File: src/rtl/axis_hex_encoder.sv
// rtl/axis_hex_encoder.sv - AXI-Stream binary byte to ASCII hex character encoder
module axis_hex_encoder #(
    parameter bit INCLUDE_CRLF = 1'b1,
    parameter bit SEPARATOR_EN = 1'b1,
    parameter bit UPPERCASE    = 1'b1
) (
    input  logic       axis_aclk,
    input  logic       axis_reset,
    input  logic       s00_axis_tvalid,
    input  logic [7:0] s00_axis_tdata,
    input  logic       s00_axis_tlast,
    output logic       s00_axis_tready,
    output logic       m00_axis_tvalid,
    output logic [7:0] m00_axis_tdata,
    output logic       m00_axis_tlast,
    input  logic       m00_axis_tready
);

    typedef enum logic [2:0] {IDLE, HI, LO, SEP, CR, LF} state_t;

    state_t     state;
    logic [7:0] hold_data;
    logic       hold_last;

    function automatic logic [7:0] hex_char(input logic [3:0] nib);
        if (nib < 4'd10)
            return 8'h30 + {4'h0, nib};
        else
            return (UPPERCASE ? 8'h41 : 8'h61) + {4'h0, nib} - 8'd10;
    endfunction

    // Every output is registered; the next character is loaded on the same
    // edge that retires the current one, so tdata/tlast hold under backpressure.
    always_ff @(posedge axis_aclk) begin
        if (axis_reset) begin
            state           <= IDLE;
            hold_data       <= 8'h00;
            hold_last       <= 1'b0;
            s00_axis_tready <= 1'b0;
            m00_axis_tvalid <= 1'b0;
            m00_axis_tdata  <= 8'h00;
            m00_axis_tlast  <= 1'b0;
        end else begin
            case (state)
                IDLE: begin
                    s00_axis_tready <= 1'b1;
                    if (s00_axis_tvalid && s00_axis_tready) begin
                        hold_data       <= s00_axis_tdata;
                        hold_last       <= s00_axis_tlast;
                        s00_axis_tready <= 1'b0;
                        m00_axis_tvalid <= 1'b1;
                        m00_axis_tdata  <= hex_char(s00_axis_tdata[7:4]);
                        m00_axis_tlast  <= 1'b0;
                        state           <= HI;
                    end
                end
                HI: begin
                    if (m00_axis_tready) begin
                        m00_axis_tdata <= hex_char(hold_data[3:0]);
                        m00_axis_tlast <= hold_last && !INCLUDE_CRLF;
                        state          <= LO;
                    end
                end
                LO: begin
                    if (m00_axis_tready) begin
                        m00_axis_tlast <= 1'b0;
                        if (!hold_last && SEPARATOR_EN) begin
                            m00_axis_tdata <= 8'h20;
                            state          <= SEP;
                        end else if (hold_last && INCLUDE_CRLF) begin
                            m00_axis_tdata <= 8'h0D;
                            state          <= CR;
                        end else begin
                            m00_axis_tvalid <= 1'b0;
                            s00_axis_tready <= 1'b1;
                            state           <= IDLE;
                        end
                    end
                end
                CR: begin
                    if (m00_axis_tready) begin
                        m00_axis_tdata <= 8'h0A;
                        m00_axis_tlast <= 1'b1;
                        state          <= LF;
                    end
                end
                SEP, LF: begin
                    if (m00_axis_tready) begin
                        m00_axis_tvalid <= 1'b0;
                        m00_axis_tlast  <= 1'b0;
                        s00_axis_tready <= 1'b1;
                        state           <= IDLE;
                    end
                end
                default: begin
                    m00_axis_tvalid <= 1'b0;
                    s00_axis_tready <= 1'b0;
                    state           <= IDLE;
                end
            endcase
        end
    end

endmodule

File: config.mk
export PLATFORM = sky130hd
export DESIGN_NAME = axis_hex_encoder
export DESIGN_NICKNAME = d
export VERILOG_FILES = /design/src/rtl/axis_hex_encoder.sv
export SDC_FILE = /design/constraint.sdc
export NUM_CORES = 1
export LEC_CHECK = 0
export ABC_AREA = 1
export ABC_CLOCK_PERIOD_IN_PS = 1360
export BUFFER_PORTS_ARGS = -buffer_cell sky130_fd_sc_hd__buf_2
export CORE_MARGIN = 2
export CORE_UTILIZATION = 30
export CTS_CLUSTER_SIZE = 12
export DETAILED_ROUTE_END_ITERATION = 10
export GPL_TIMING_DRIVEN = 0
export MAX_ROUTING_LAYER = met4
export PLACE_DENSITY = 0.47
export SETUP_SLACK_MARGIN = 0.3
export SLEW_MARGIN = 25
export SYNTH_ARGS = -nofsm -noshare
export SYNTH_HDL_FRONTEND = slang
export SYNTH_SLANG_ARGS = --single-unit
File: constraint.sdc
create_clock -name axis_aclk -period 1.36 [get_ports axis_aclk]
set_input_delay 0 -clock axis_aclk [delete_from_list [all_inputs] [get_ports axis_aclk]]
set_output_delay 0 -clock axis_aclk [all_outputs]
set_load 0.005 [all_outputs]
# Word level (Yosys, flattened, before mapping)
# Cells that the tools add are included.
[op_classes] n_addsub=6 n_lt_le_gt_ge=2 eq_ne=11 mux=23 bitwise_logic=1 reduce_logical=13
[op_table] op="$mux 8" count=6
[op_table] op="$pmux 8 s4" count=1
[op_table] op="$mux 3" count=6
[op_table] op="$add 7x4->8 const A" count=2
[op_table] op="$sub 8x4->8 const B" count=2
[op_table] op="$pmux 3 s5" count=1
[op_table] op="$add 6x4->7 const A" count=2
[op_table] op="$ne 2x2->1 const B" count=5
[op_table] op="$reduce_and 5->1" count=2
[op_table] op="$pmux 1 s3" count=3
[op_table] op="$lt 4x4->1 const B" count=2
[op_table] op="$eq 3x2->1 const B" count=2
[op_table] op="$eq 3x3->1 const B" count=2
[op_table] op="$mux 6" count=1
[op_table] op="$mux 1" count=5
[op_table] op="$reduce_and 2->1" count=2
[op_table] op="$reduce_and 4->1" count=1
[op_table] op="$reduce_bool 4->1" count=1
[op_table] op="$reduce_or 4->1" count=1
[op_table] op="$eq 3x1->1 const B" count=1
[op_table] op="$logic_not 3->1" count=1
[op_table] op="$reduce_and 3->1" count=1
[op_table] op="$reduce_bool 3->1" count=1
[op_table] op="$reduce_or 3->1" count=1
[op_table] op="other kinds (4)" count=4
[totals] reg_bits=19 inputBits=13 out_inout_bits=11

# Depth between registers and ports, before layout
[logic_depth] word_depth=5 mapped_depth=11

# Worst setup path before layout
# Ideal clock, no wire load.
[synth_timing] kind="reg-to-reg" start="reg state[2]" end="reg m00_axis_tdata[6]" setup_time_ns=0.113 t_arrival_ns=1.129 required_time_ns=1.247 slack_ns=0.119 stages_incl_launch_ff=9 period_less_slack_ns=1.241 path_cell_list="dfxtp_1 > nor2_2 > nand3_1 > nand2_2 > nor2_4 > nand2_4 > buf_6 > nor2_1 > nor2_1"
[synth_between] elab_chain_len=3 word_cells_on_any_way=11
[synth_rtl] item="start, declared" line_no="21" rtl="state_t state;"
[synth_rtl] item="start signal, assigned" line_no="36" rtl="state <= IDLE;"
[synth_rtl] item="start signal, assigned" line_no="54" rtl="state <= HI;"
[synth_rtl] item="start signal, assigned" line_no="61" rtl="state <= LO;"
[synth_rtl] item="$eq 3x3->1, or another cell as far along" line_no="44" rtl="case (state)"
[synth_rtl] item="$reduce_bool 4->1 (no line) or $ne 2x2->1 (tied branches)"
[synth_rtl] item="$reduce_and 5->1 (no line)"
[synth_rtl] item="end signal, assigned" line_no="52" rtl="m00_axis_tdata <= hex_char(s00_axis_tdata[7:4]);"
[synth_rtl] item="end signal, assigned" line_no="59" rtl="m00_axis_tdata <= hex_char(hold_data[3:0]);"
[synth_rtl] item="end, declared" line_no="14" rtl="output logic [7:0] m00_axis_tdata,"
# Several ways; a longest one is shown, not always the timed one.
# A chain may end at the register's enable or synchronous reset.

# Final worst setup path
[layout_timing] start="reg state[1]" end="reg m00_axis_tlast"
[layout_between] elab_chain_len=4 word_cells_on_any_way=13
[layout_rtl] item="$eq 3x2->1, or another cell as far along" line_no="44"
[layout_rtl] item="$reduce_or 4->1 (no line)"
[layout_rtl] item="$ne 2x1->1 (no line) or $reduce_bool 3->1 (tied branches)"
[layout_rtl] item="$reduce_and 4->1 (no line)"
[layout_rtl] item="end signal, assigned" line_no="60" rtl="m00_axis_tlast <= hold_last && !INCLUDE_CRLF;"
[layout_rtl] item="end, declared" line_no="15" rtl="output logic m00_axis_tlast,"
# Several ways; a longest one is shown, not always the timed one.

==> metrics.csv <==
stage,metric,value,unit
run_status,outcome,completed,
placement,numPortBuffers,22,
detailed_routing,ant_nets,0,
detailed_routing,drtIter0Drc,56,
clocking,root_buffer,clkbuf_8,
synthesis,synth_cells,201,
clocking,numCtsBuffers,3,
worst_setup_path,crit_slowest_cell,dfxtp_2,
detailed_routing,drc,0,
power,powerDensity,1740,nW/µm²
floorplan,fp-row-count,23,
clocking,clk_pin_slew,0.07,ns
min_path,hp-class,in -> reg,
worst_setup_path,timing.rr.end,m00_axis_tlast,
floorplan,fp.dieW,67.5,µm
cells_and_area,area_delta_synth_final,32.2,%
placement,place_ws,-0.0114,ns
sta,rsz0062_at_grt,true,
worst_setup_path,cp_cell_sequence,"buf_8, nor2_8, nand4_1, buf_4, nand2_2, o21ai_0, a21oi_1",
detailed_routing,post_drt_wl_per_cell,9.78,µm
cells_and_area,antenna_cells,0,
floorplan,core_region_area,3940,µm²
worst_setup_path,startpoint_type,flop,
power,totalPowerFinal,2780,µW
synthesis,synth_area_leader_cell,dfxtp_1,
sta,fin_skew,0.00278,ns
detailed_routing,first_pass_iters,4,
power,p_sw,1160,µW
detailed_routing,vias,1233,
power,p_comb_frac,0.558,
synthesis,synth.distinct_cells,22,
global_route,antenna_found_initial,0,
worst_setup_path,r2r_start,state[1],
synthesis,ys_ff_latch,18,
flow_run,cap_violations,0,
worst_setup_path,crit_type,reg -> reg,
clocking,ctsLongestPathBuffers,2,
synthesis,synth_nets,216,
global_route,grt_pass1_wl,4920,µm
worst_setup_path,crit_required,1.54,ns
worst_setup_path,r2r_slack,0.05,ns
floorplan,die-area,4560,µm²
placement,place_congestion,0.803,
synthesis,yosysTopAreaCellShare,0.298,
power,power_leakage,0.000852,µW
sta,setup_viol,0,
power,seqPwrFrac,0.285,
sta,min_period,1.31,ns
global_route,grt_max_degree,11,
clocking,cts.sinks,18,
detailed_routing,drt-total-wl,2760,µm
global_route,grt_overflow,0,
sta,tns,0,ns
floorplan,io_pins,24,
cells_and_area,fin_nets,248,
detailed_routing,vias_per_cell,4.37,
floorplan,die_h,67.5,µm
synthesis,yosys_warnings,0,
clocking,clk_latency,0.25,ns
cells_and_area,drive_gt1_frac,0.315,
power,switching_share,0.418,
synthesis,synth_area_leaders,"dfxtp_1, nand2_1, inv_1, nand3_1, nor2_1",
worst_setup_path,path_max_fanout,8,
placement,dp_hpwl,2220,µm
worst_setup_path,startpoint,state[1],
synthesis,syn_area,1210,µm²
sta,fin_ws,0.0497,ns
worst_setup_path,crit_path_end,m00_axis_tlast,
clocking,cts_tree,built,
synthesis,seq_area_frac_synth,0.298,
cells_and_area,design_area,1600,µm²
cells_and_area,utilization,0.406,
power,peakVddDrop,0.567,mV
placement,dpl_cell_area,1430,µm²
sta,finalHoldViolCount,0,
clocking,htreeDepth,1,
power,p_int,1620,µW
sta,timing.final.crit_share,0.963,
worst_setup_path,r2r_cells,7,
global_route,grt_use_total,0.146,
worst_setup_path,crit_arrival,1.49,ns
sta,maxSlewViolCount,0,
synthesis,synth.avg_cell_area,6.02,µm²
global_route,grt_pass1_vias,1087,
power,clkPwrFrac,0.157,
worst_setup_path,cp_slowest_stage_delay,0.32,ns
sta,fmax,763,MHz
worst_setup_path,end_kind,flop,
floorplan,start_util,0.307,
-- Yosys cell counts --
| library cell | number |
|---|---|
| nor2_1 | 21 |
| nor2_4 | 1 |
| dfxtp_1 | 18 |
| a21oi_1 | 14 |
| conb_1 | 1 |
| nor2_8 | 1 |
| o21ai_0 | 9 |
| inv_1 | 29 |
| nand3_1 | 19 |
| nand4_1 | 1 |
| nand2_2 | 3 |
| nor3_1 | 2 |
| nor2_2 | 2 |
| ha_1 | 2 |
| inv_2 | 1 |
| nand2_1 | 69 |
| nand2_4 | 1 |
| buf_2 | 1 |
| nand3_2 | 1 |
| clkbuf_8 | 1 |
| buf_6 | 3 |
| buf_4 | 1 |
-- cells in the final DEF, fill, tap and decap left out --
cell type	synthesis	routed
nand4_1	1	1
dlygate4sd3_1	0	1
buf_12	0	1
o21ai_1	0	4
nor2_4	1	5
dfxtp_1	18	15
buf_8	0	1
nor2_8	1	1
clkbuf_8	1	5
nor3_2	0	1
dfxtp_4	0	1
nand3_2	1	6
inv_2	1	4
nor2_2	2	3
nand2_2	3	9
inv_1	29	26
o21ai_0	9	5
a21oi_1	14	11
buf_6	3	2
buf_4	1	5
nand3_1	19	14
dfxtp_2	0	2
nand2_1	69	62
nand2_4	1	2
nor2_1	21	16
conb_1	1	1
nor3_1	2	1
a21oi_2	0	3
buf_2	1	22
ha_1	2	2
-- kinds of logic (layout without fill, tap and decap cells) --
family / Yosys count / in the layout / share of synthesized area
DFF: 18 / 18 / 0.298
buffers and inverters: 36 / 67 / 0.143
adders and majority gates: 2 / 2 / 0.0207
AOI/OAI and AO/OA: 23 / 23 / 0.0951
other: 1 / 1 / 0.00310
and+or+nand+nor: 121 / 121 / 0.441
-- layer usage --
layer / part of all wire / global-route usage / vias up
met5: 0 / - / -
met4: 0.0083 / 0.0306 / 0
met3: 0.072 / 0.0383 / 2
met2: 0.43 / 0.221 / 30
met1: 0.49 / 0.196 / 519
li1: - / - / 682
-- power groups by stage --
stage	registers [µW]	logic (µW)	clock network, µW
after floorplan	809	1040	0
after global placement	801	1390	0
after detailed placement	804	1380	0
after CTS	793	1470	453
after global routing	818	1790	492
final	792	1550	435
-- worst min path at each step --
| stage | start | endpoint | slack (ns) | cells after the start |
|---|---|---|---|---|
| 2_1_floorplan | axis_reset | state[2] | 0.06 | 1 |
| 3_3_place_gp | axis_reset | state[2] | 0.23 | 2 |
| 3_5_place_dp | axis_reset | state[2] | 0.23 | 2 |
| 4_1_cts | s00_axis_tdata[2] | hold_data[2] | 0.02 | 3 |
| 5_1_grt | s00_axis_tlast | hold_last | 0.03 | 3 |
| 6_report | s00_axis_tdata[2] | hold_data[2] | 0.005 | 3 |
-- timing repair --
action                     CTS  global route
resized for setup            5            22
pin swaps                    2             6
buffers inserted             2             2
setup endpoints to repair   18            18
hold buffers                 1             0
hold endpoints to repair     4             0
-- flip-flops by register name, indices dropped and copies added (netlist names) --
name and count:
m00_axis_tvalid 1, hold_data 4, s00_axis_tready 1, state 3, m00_axis_tlast 1, m00_axis_tdata 7, hold_last 1
-- layout make-up --
cell class | instances | area, µm²
clock buffer | 4 | 55.1
fill | 429 | 2340
tap | 50 | 62.6
multi-input combinational | 147 | 773
sequential | 18 | 367
timing repair buffer | 27 | 150
buffer | 6 | 78.8
inverter | 30 | 113
-- worst max-delay path, delay by kind of cell, from the launching register on --
kind,cells,cell delay [ns]
buf+inv,2,0.35
compound gates,2,0.17
simple gates,3,0.39
flops,1,0.32
-- stage by stage --
| step | instances | hold slack (ns) |
|---|---|---|
| floorplan | 201 | 0.0594 |
| global placement | 273 | 0.226 |
| detailed placement | 273 | 0.232 |
| CTS | 280 | 0.0173 |
| global route | 282 | 0.0294 |
| finish | 282 | 0.00537 |
Power figures use the tool's default switching activity.
